===== src/rtl/pq_arb.sv =====
`default_nettype none
// ============================================================================
// Module      : pq_arb
// Description : Round-robin arbiter that serialises enqueue/dequeue requests
//               from NREQ requesters onto a single priority-queue port.
//               One PQ operation is outstanding at a time; each served
//               requester receives a one-cycle ack with response data/error.
// Revision    : 1.0 - initial release
// ============================================================================
module pq_arb #(
    parameter int NREQ = 4,
    parameter int KVW  = 16
) (
    input  logic                clk,
    input  logic                rst,
    input  logic [NREQ-1:0]     req_enq,
    input  logic [NREQ-1:0]     req_deq,
    input  logic [NREQ*KVW-1:0] req_kv,
    output logic [NREQ-1:0]     ack,
    output logic [KVW-1:0]      rsp_kv,
    output logic                rsp_err,
    output logic                pq_enq,
    output logic                pq_deq,
    output logic [KVW-1:0]      pq_kvi,
    input  logic [KVW-1:0]      pq_kvo,
    input  logic                pq_busy,
    input  logic                pq_full,
    input  logic                pq_empty
);

    localparam int c_SELW = (NREQ > 1) ? $clog2(NREQ) : 1;

    localparam logic [1:0] c_IDLE  = 2'd0;
    localparam logic [1:0] c_ISSUE = 2'd1;
    localparam logic [1:0] c_WAIT  = 2'd2;
    localparam logic [1:0] c_RESP  = 2'd3;

    logic [1:0]        r_state;
    logic [1:0]        w_next;
    logic [c_SELW-1:0] r_ptr;
    logic [c_SELW-1:0] r_sel;
    logic [c_SELW-1:0] w_pick;
    logic              r_enq;      // captured op: 1 = enqueue, 0 = dequeue
    logic              r_bad;      // requester raised enq and deq together
    logic              r_err;
    logic [KVW-1:0]    r_kv;       // captured enqueue data
    logic [KVW-1:0]    r_cap;      // last dequeued word, drives rsp_kv
    logic [NREQ-1:0]   w_pend;
    logic              w_any;
    logic              w_reject;
    logic              w_fire;
    logic [KVW-1:0]    w_kv_arr [NREQ];

    assign w_pend = req_enq | req_deq;

    // Split the flat request data bus into one word per requester
    generate
        for (genvar g = 0; g < NREQ; g++) begin : g_split
            assign w_kv_arr[g] = req_kv[g*KVW +: KVW];
        end
    endgenerate

    // Round-robin pick: scan from ptr+1 upward with wrap, first pending wins
    always_comb begin
        int j;
        logic [c_SELW-1:0] j_sel;
        w_any  = 1'b0;
        w_pick = '0;
        j      = 0;
        j_sel  = '0;
        for (int k = 1; k <= NREQ; k++) begin
            j = int'(r_ptr) + k;
            if (j >= NREQ) begin
                j = j - NREQ;
            end
            j_sel = j[c_SELW-1:0];
            if (!w_any && w_pend[j_sel]) begin
                w_any  = 1'b1;
                w_pick = j_sel;
            end
        end
    end

    // An operation is refused when malformed, or when the queue cannot take it.
    // Full/empty is only trusted once the queue is idle.
    assign w_reject = r_bad | (~pq_busy & (r_enq ? pq_full : pq_empty));
    assign w_fire   = (r_state == c_ISSUE) & ~w_reject & ~pq_busy;

    // State register
    always_ff @(posedge clk or posedge rst) begin
        if (rst) begin
            r_state <= c_IDLE;
        end else begin
            r_state <= w_next;
        end
    end

    // Next-state decode
    always_comb begin
        w_next = r_state;
        case (r_state)
            c_IDLE: begin
                if (w_any) begin
                    w_next = c_ISSUE;
                end
            end
            c_ISSUE: begin
                if (w_reject) begin
                    w_next = c_RESP;
                end else if (!pq_busy) begin
                    w_next = c_WAIT;
                end
            end
            c_WAIT: begin
                if (!pq_busy) begin
                    w_next = c_RESP;
                end
            end
            c_RESP: begin
                w_next = c_IDLE;
            end
            default: begin
                w_next = c_IDLE;
            end
        endcase
    end

    // Output decode: PQ strobes in ISSUE, requester response in RESP
    always_comb begin
        pq_enq  = 1'b0;
        pq_deq  = 1'b0;
        pq_kvi  = '0;
        ack     = '0;
        rsp_err = 1'b0;
        if (w_fire) begin
            if (r_enq) begin
                pq_enq = 1'b1;
                pq_kvi = r_kv;
            end else begin
                pq_deq = 1'b1;
            end
        end
        if (r_state == c_RESP) begin
            ack[r_sel] = 1'b1;
            rsp_err    = r_err;
        end
    end

    // The captured word only changes on the edge into RESP, so it is valid in
    // the ack cycle and holds its value everywhere else.
    assign rsp_kv = r_cap;

    // Datapath: capture the granted request, track errors, result and pointer
    always_ff @(posedge clk or posedge rst) begin
        if (rst) begin
            r_ptr <= c_SELW'(NREQ - 1);
            r_sel <= '0;
            r_enq <= 1'b0;
            r_bad <= 1'b0;
            r_err <= 1'b0;
            r_kv  <= '0;
            r_cap <= '0;
        end else begin
            case (r_state)
                c_IDLE: begin
                    if (w_any) begin
                        r_sel <= w_pick;
                        r_enq <= req_enq[w_pick];
                        r_bad <= req_enq[w_pick] & req_deq[w_pick];
                        r_kv  <= w_kv_arr[w_pick];
                        r_err <= 1'b0;
                    end
                end
                c_ISSUE: begin
                    if (w_reject) begin
                        r_err <= 1'b1;
                    end
                end
                c_WAIT: begin
                    if (!pq_busy && !r_enq) begin
                        r_cap <= pq_kvo;
                    end
                end
                c_RESP: begin
                    r_ptr <= r_sel;
                end
                default: begin
                    r_err <= 1'b0;
                end
            endcase
        end
    end

endmodule
`default_nettype wire


===== config.mk =====
export PLATFORM = sky130hd
export DESIGN_NAME = pq_arb
export DESIGN_NICKNAME = d
export VERILOG_FILES = /design/src/rtl/pq_arb.sv
export SDC_FILE = /design/constraint.sdc
export NUM_CORES = 1
export LEC_CHECK = 0
export BUFFER_PORTS_ARGS = -buffer_cell sky130_fd_sc_hd__buf_2
export CORE_MARGIN = 8
export CORE_UTILIZATION = 49
export DETAILED_ROUTE_END_ITERATION = 10
export GPL_TIMING_DRIVEN = 0
export PLACE_DENSITY = 0.89
export SLEW_MARGIN = 10
export SYNTH_ARGS = -nofsm -noshare
export SYNTH_HDL_FRONTEND = slang
export SYNTH_SLANG_ARGS = --single-unit
export TNS_END_PERCENT = 10

===== constraint.sdc =====
create_clock -name clk -period 4.13 [get_ports clk]
set_clock_uncertainty 0.15 [all_clocks]
set_input_delay 0.826 -clock clk [delete_from_list [all_inputs] [get_ports clk]]
set_output_delay 0.826 -clock clk [all_outputs]
set_load 0.05 [all_outputs]

# Word level (Yosys, flattened, before mapping)
# Index checks and enable logic that the tools add are counted.
[totals] register_bits=41 input_bits=93 output_inout_bits=39 elab_cells=106
[op_classes] addsub=8 order_cmp=12 n_eq_ne=7 n_mux=46 bitwise=9 reduce_logical=16
[ops] op="$mux W16" count=4
[ops] op="$bmux W16 S2" count=1
[ops] op="$mux W2" count=12
[ops] op="$mux W1" count=19
[ops] op="$lt A2 B3 Y1 const B" count=6
[ops] op="$bmux W1 S2" count=6
[ops] op="$ge A3 B3 Y1 const B" count=4
[ops] op="$pmux W2 S4" count=1
[ops] op="$sub A2 B1 Y2 const B" count=4
[ops] op="$add A2 B2 Y3 const B" count=2
[ops] op="$ne A2 B2 Y1 const B" count=3
[ops] op="$reduce_and A3 Y1" count=2
[ops] op="$logic_and A1 B1 Y1" count=5
[ops] op="$logic_not A1 Y1" count=5
[ops] op="$add A2 B3 Y4 const B" count=1
[ops] op="$and A1 B1 Y1" count=4
[ops] op="$eq A2 B2 Y1 const B" count=2
[ops] op="$ge A4 B3 Y1 const B" count=1
[ops] op="$mux W4" count=1
[ops] op="$or A4 B4 Y4" count=1
[ops] op="$reduce_and A2 Y1" count=2
[ops] op="$add A2 B1 Y3 const B" count=1
[ops] op="$ne A3 B3 Y1 const B" count=1
[ops] op="$not A2 Y3" count=1
[ops] op="other kinds (8)" count=9

# Longest topological paths before layout
[depth] ltp_word=19 ltp_mapped=8 depth_no_buf=7

# Worst setup path after synthesis
# Ideal clock, no wire load.
[synth_timing] kind="input -> output" start="in pq_full" end="out pq_deq" t_arrival_ps=2735 slack_ps=419 path_stages=3 cell_sequence="mux2_2 -> a21o_1 -> nor4_1"
[synth_between] elab_chain_len=7
[synth_rtl] item="from (decl)" line_no="27" rtl="input logic pq_full,"
[synth_rtl] item="$mux W1" line_no="86" rtl="assign w_reject = r_bad | (~pq_busy & (r_enq ? pq_full : pq_empty));"
[synth_rtl] item="$and A1 B1 Y1" line_no="86"
[synth_rtl] item="$or A1 B1 Y1" line_no="86"
[synth_rtl] item="$not A1 Y1" line_no="87" rtl="assign w_fire = (r_state == c_ISSUE) & ~w_reject & ~pq_busy;"
[synth_rtl] item="$and A1 B1 Y1 (2 in a row)" line_no="87"
[synth_rtl] item="$mux W1" line_no="135" rtl="if (w_fire) begin"
[synth_rtl] item="to (decl)" line_no="23" rtl="output logic pq_deq,"
# No other way between the ends.

# Worst setup path after layout
[layout_timing] start="in pq_full" end="out pq_kvi[4]"
[layout_between] elab_chain_len=7
[layout_rtl] item="$mux W1" line_no="86"
[layout_rtl] item="$and A1 B1 Y1" line_no="86"
[layout_rtl] item="$or A1 B1 Y1" line_no="86"
[layout_rtl] item="$not A1 Y1" line_no="87"
[layout_rtl] item="$and A1 B1 Y1 (2 in a row)" line_no="87"
[layout_rtl] item="$mux W16" line_no="135"
[layout_rtl] item="to (decl)" line_no="24" rtl="output logic [KVW-1:0] pq_kvi,"
# No other way between the ends.

==> impl_metrics.yaml <==
outcome:
  status: "finished, final reports clean"
global_routing:
  grt_start_max_net_pins: 30
  grt_overflow: 0
  grt_use_total_pct: 19.85
  grt_first_pass_wirelength_um: 11920
  grt_pass1_vias: 2500
  antenna_found_initial: 0
synthesis:
  synth_top_area_share_pct: 39.20
  synth_area_um2: 2490
  yosysTopAreaCell: "dfrtp_1"
  synth.avg_cell_area_um2: 11.12
  yosysUniqueCellTypes: 40
  ys_warn_count: 0
  synth_nets: 322
  ys_ff_latch: 41
  synth_area_leaders: "dfrtp_1 (39%), mux2i_1 (14%), mux2_2 (8.6%)"
  ys_seq_area_share_pct: 41.31
  syn_inst: 224
placement:
  dp_hpwl_um: 5970
  placed_area_um2: 3253
  io_buffer_count: 131
  place_congestion: 0.8711
cts:
  clockRootBuffer: "clkbuf_8"
  cts_tree: "yes"
  cts_buffer_depth: 2
  cts_resized: 0
  cts_sinks: 41
  cts_buffers: 5
  worstSkewPairLatency_ns: 0.29
  htree_levels: 2
  postCtsSetupRepairBufs: 0
  hold_buffers: 0
  clk_pin_slew_ns: 0.08
setup_path:
  cp-start-kind: "primary input"
  r2r_cells: 5
  path_cells: "buf_2, mux2_2, a211oi_1, and3_1, clkbuf_1, buf_2, and2_1, buf_2"
  crit_top_cell: "buf_2"
  crit_path_max_incr_delay_ns: 0.28
  ff2ff_setup_slack_ns: 1.59
  crit_slowest_cell: "mux2_2"
  r2r_start: "r_state[0]"
  critical_path_class: "in2out"
  crit_end: "pq_kvi[4]"
  crit_path_start: "pq_full"
  rr_endpoint: "rsp_kv[1]"
  end_kind: "output port"
  crit_arrival_ns: 2.63
  crit_fanout: 10
  cp.required_ns: 3.15
final_layout:
  multi_input_area_um2: 1338
  area_delta_synth_final_pct: 35.38
  final_cell_mix: "buf_2 (133), dfrtp_1 (39), mux2i_1 (34)"
  seqCellArea_um2: 1028
  n_fill_cell: 432
  finalNetCount: 461
  final_common_cell: "buf_2"
  finalInstanceArea_um2: 3371
  drive_gt1_share_pct: 51.10
pwr:
  seqPwrFrac_pct: 28.9
  p_clk_share_pct: 12.8
  p_per_area_nw_per_um2: 755.5
  power.switching_uw: 1180
  swShare_pct: 46.34
  worst_ir_drop_vdd_uv: 489.9
  power.total_uw: 2547
  p_comb_share_pct: 58.3
  internal-power_uw: 1366
  leakage_uw: 0.001762
route:
  drc: 0
  routed_wl_um: 7403
  ant_nets: 0
  drt_iter0_drc: 90
  firstDrtPassIters: 4
  wl_per_cell_um: 17.02
  vias: 2285
  via_per_inst: 5.253
timing:
  slew_violations: 0
  slew_headroom_pct: 38.03
  period_minus_slack_ns: 3.610
  finalSetupViolations: 0
  max_clock_freq_mhz: 277.0
  tightest_slew_ns: 0.9275
  fin_crit_sh_pct: 87.41
  rsz0062_at_grt: "no"
  fin_setup_tns_ns: 0
  final_hold_viol_count: 0
floorplan:
  die_w_um: 87.29
  start_util_pct: 49.70
  fp-row-count: 26
  core_area_um2: 5010
  dieHeight_um: 87.29
  die_area_um2: 7619
  pin_count: 132
min_path:
  hp-class: "in2async"
job:
  max_cap_viol_count: 0
worst max-delay path: cells and delay by family:
kind | cells | cell delay, ns
AOI/OAI and AO/OA | 1 | 0.28
buffers and inverters | 4 | 0.91
muxes | 1 | 0.28
and+or+nand+nor | 2 | 0.34
cells by family after synthesis:
logic type	Yosys count	share of synthesized area, %
multiplexers	53	22.26
flip-flops	41	41.31
buffers and inverters	18	4.975
AO/OA/AOI/OAI	40	14.42
AND/OR/NAND/NOR	67	14.52
adder cells (fa/ha/maj)	5	2.513
cell usage after synthesis (all sizes together):
cell type	instances
a211oi	2
a21o	1
a21oi	6
a311oi	1
a31o	1
a32oi	1
and2	19
and3	2
and3b	1
buf	9
clkbuf	3
dfrtp	39
dfstp	2
ha	5
inv	6
mux2	19
mux2i	34
nand2	27
nand3	2
nand4	1
nor2	6
nor3b	2
nor4	4
o211a	1
o21ai	5
o21ba	1
o21bai	1
o221ai	17
o22ai	1
o31ai	2
or2	2
or4	1
layout make-up:
cell class / count / area share (%)
clock inverters: 3 / 1.373
inverters: 6 / 0.6682
clock buffers: 5 / 2.042
multi-input cells: 165 / 39.68
plain buffers: 12 / 3.007
well taps: 70 / 2.598
repair buffers: 132 / 20.04
diodes: 1 / 0.07424
flip-flops and latches: 41 / 30.51
metal layers:
layer | GRT usage [%] | vias to the layer above | share of wire, %
li1 | - | 1103 | -
met1 | 21.05 | 1078 | 38
met2 | 34.50 | 99 | 49
met3 | 9.811 | 5 | 12
met4 | 4.063 | 0 | 0.65
met5 | 0 | - | 0
how the worst min path moves through the flow:
stage | from | to | slack, ns | depth (start not counted)
finish | rst | rsp_kv[10] | 0.32 | 2
global route | rst | r_kv[13] | 0.34 | 2
CTS | rst | rsp_kv[5] | 0.31 | 2
detailed placement | r_kv[3] | r_kv[3] | 0.32 | 2
global placement | r_kv[3] | r_kv[3] | 0.31 | 2
floorplan | r_kv[0] | r_kv[0] | 0.30 | 2
power groups by stage:
stage | logic, uW | registers (uW) | clock network (uW)
2_1_floorplan | 880 | 995 | 0
3_3_place_gp | 1450 | 725 | 0
3_5_place_dp | 1500 | 743 | 0
4_1_cts | 1500 | 737 | 336
5_1_grt | 1600 | 766 | 351
6_report | 1490 | 736 | 326
flip-flops by register name, summed over array words and instances (netlist names):
signal	cells
r_bad	1
r_sel	2
r_enq	1
rsp_kv	16
r_state	2
r_ptr	2
r_kv	16
r_err	1
stage by stage:
step	instances	setup WS, ns	hold WS, ns	util [%]
floorplan	224	0.4187	0.2976	-
global placement	425	0.5426	0.3082	64.54
detailed placement	426	0.5089	0.3219	64.94
CTS	434	0.4979	0.3129	67.23
global route	434	0.3422	0.3371	67.23
finish	435	0.5200	0.3161	67.28
No activity file was read; power rests on OpenSTA's default activity.
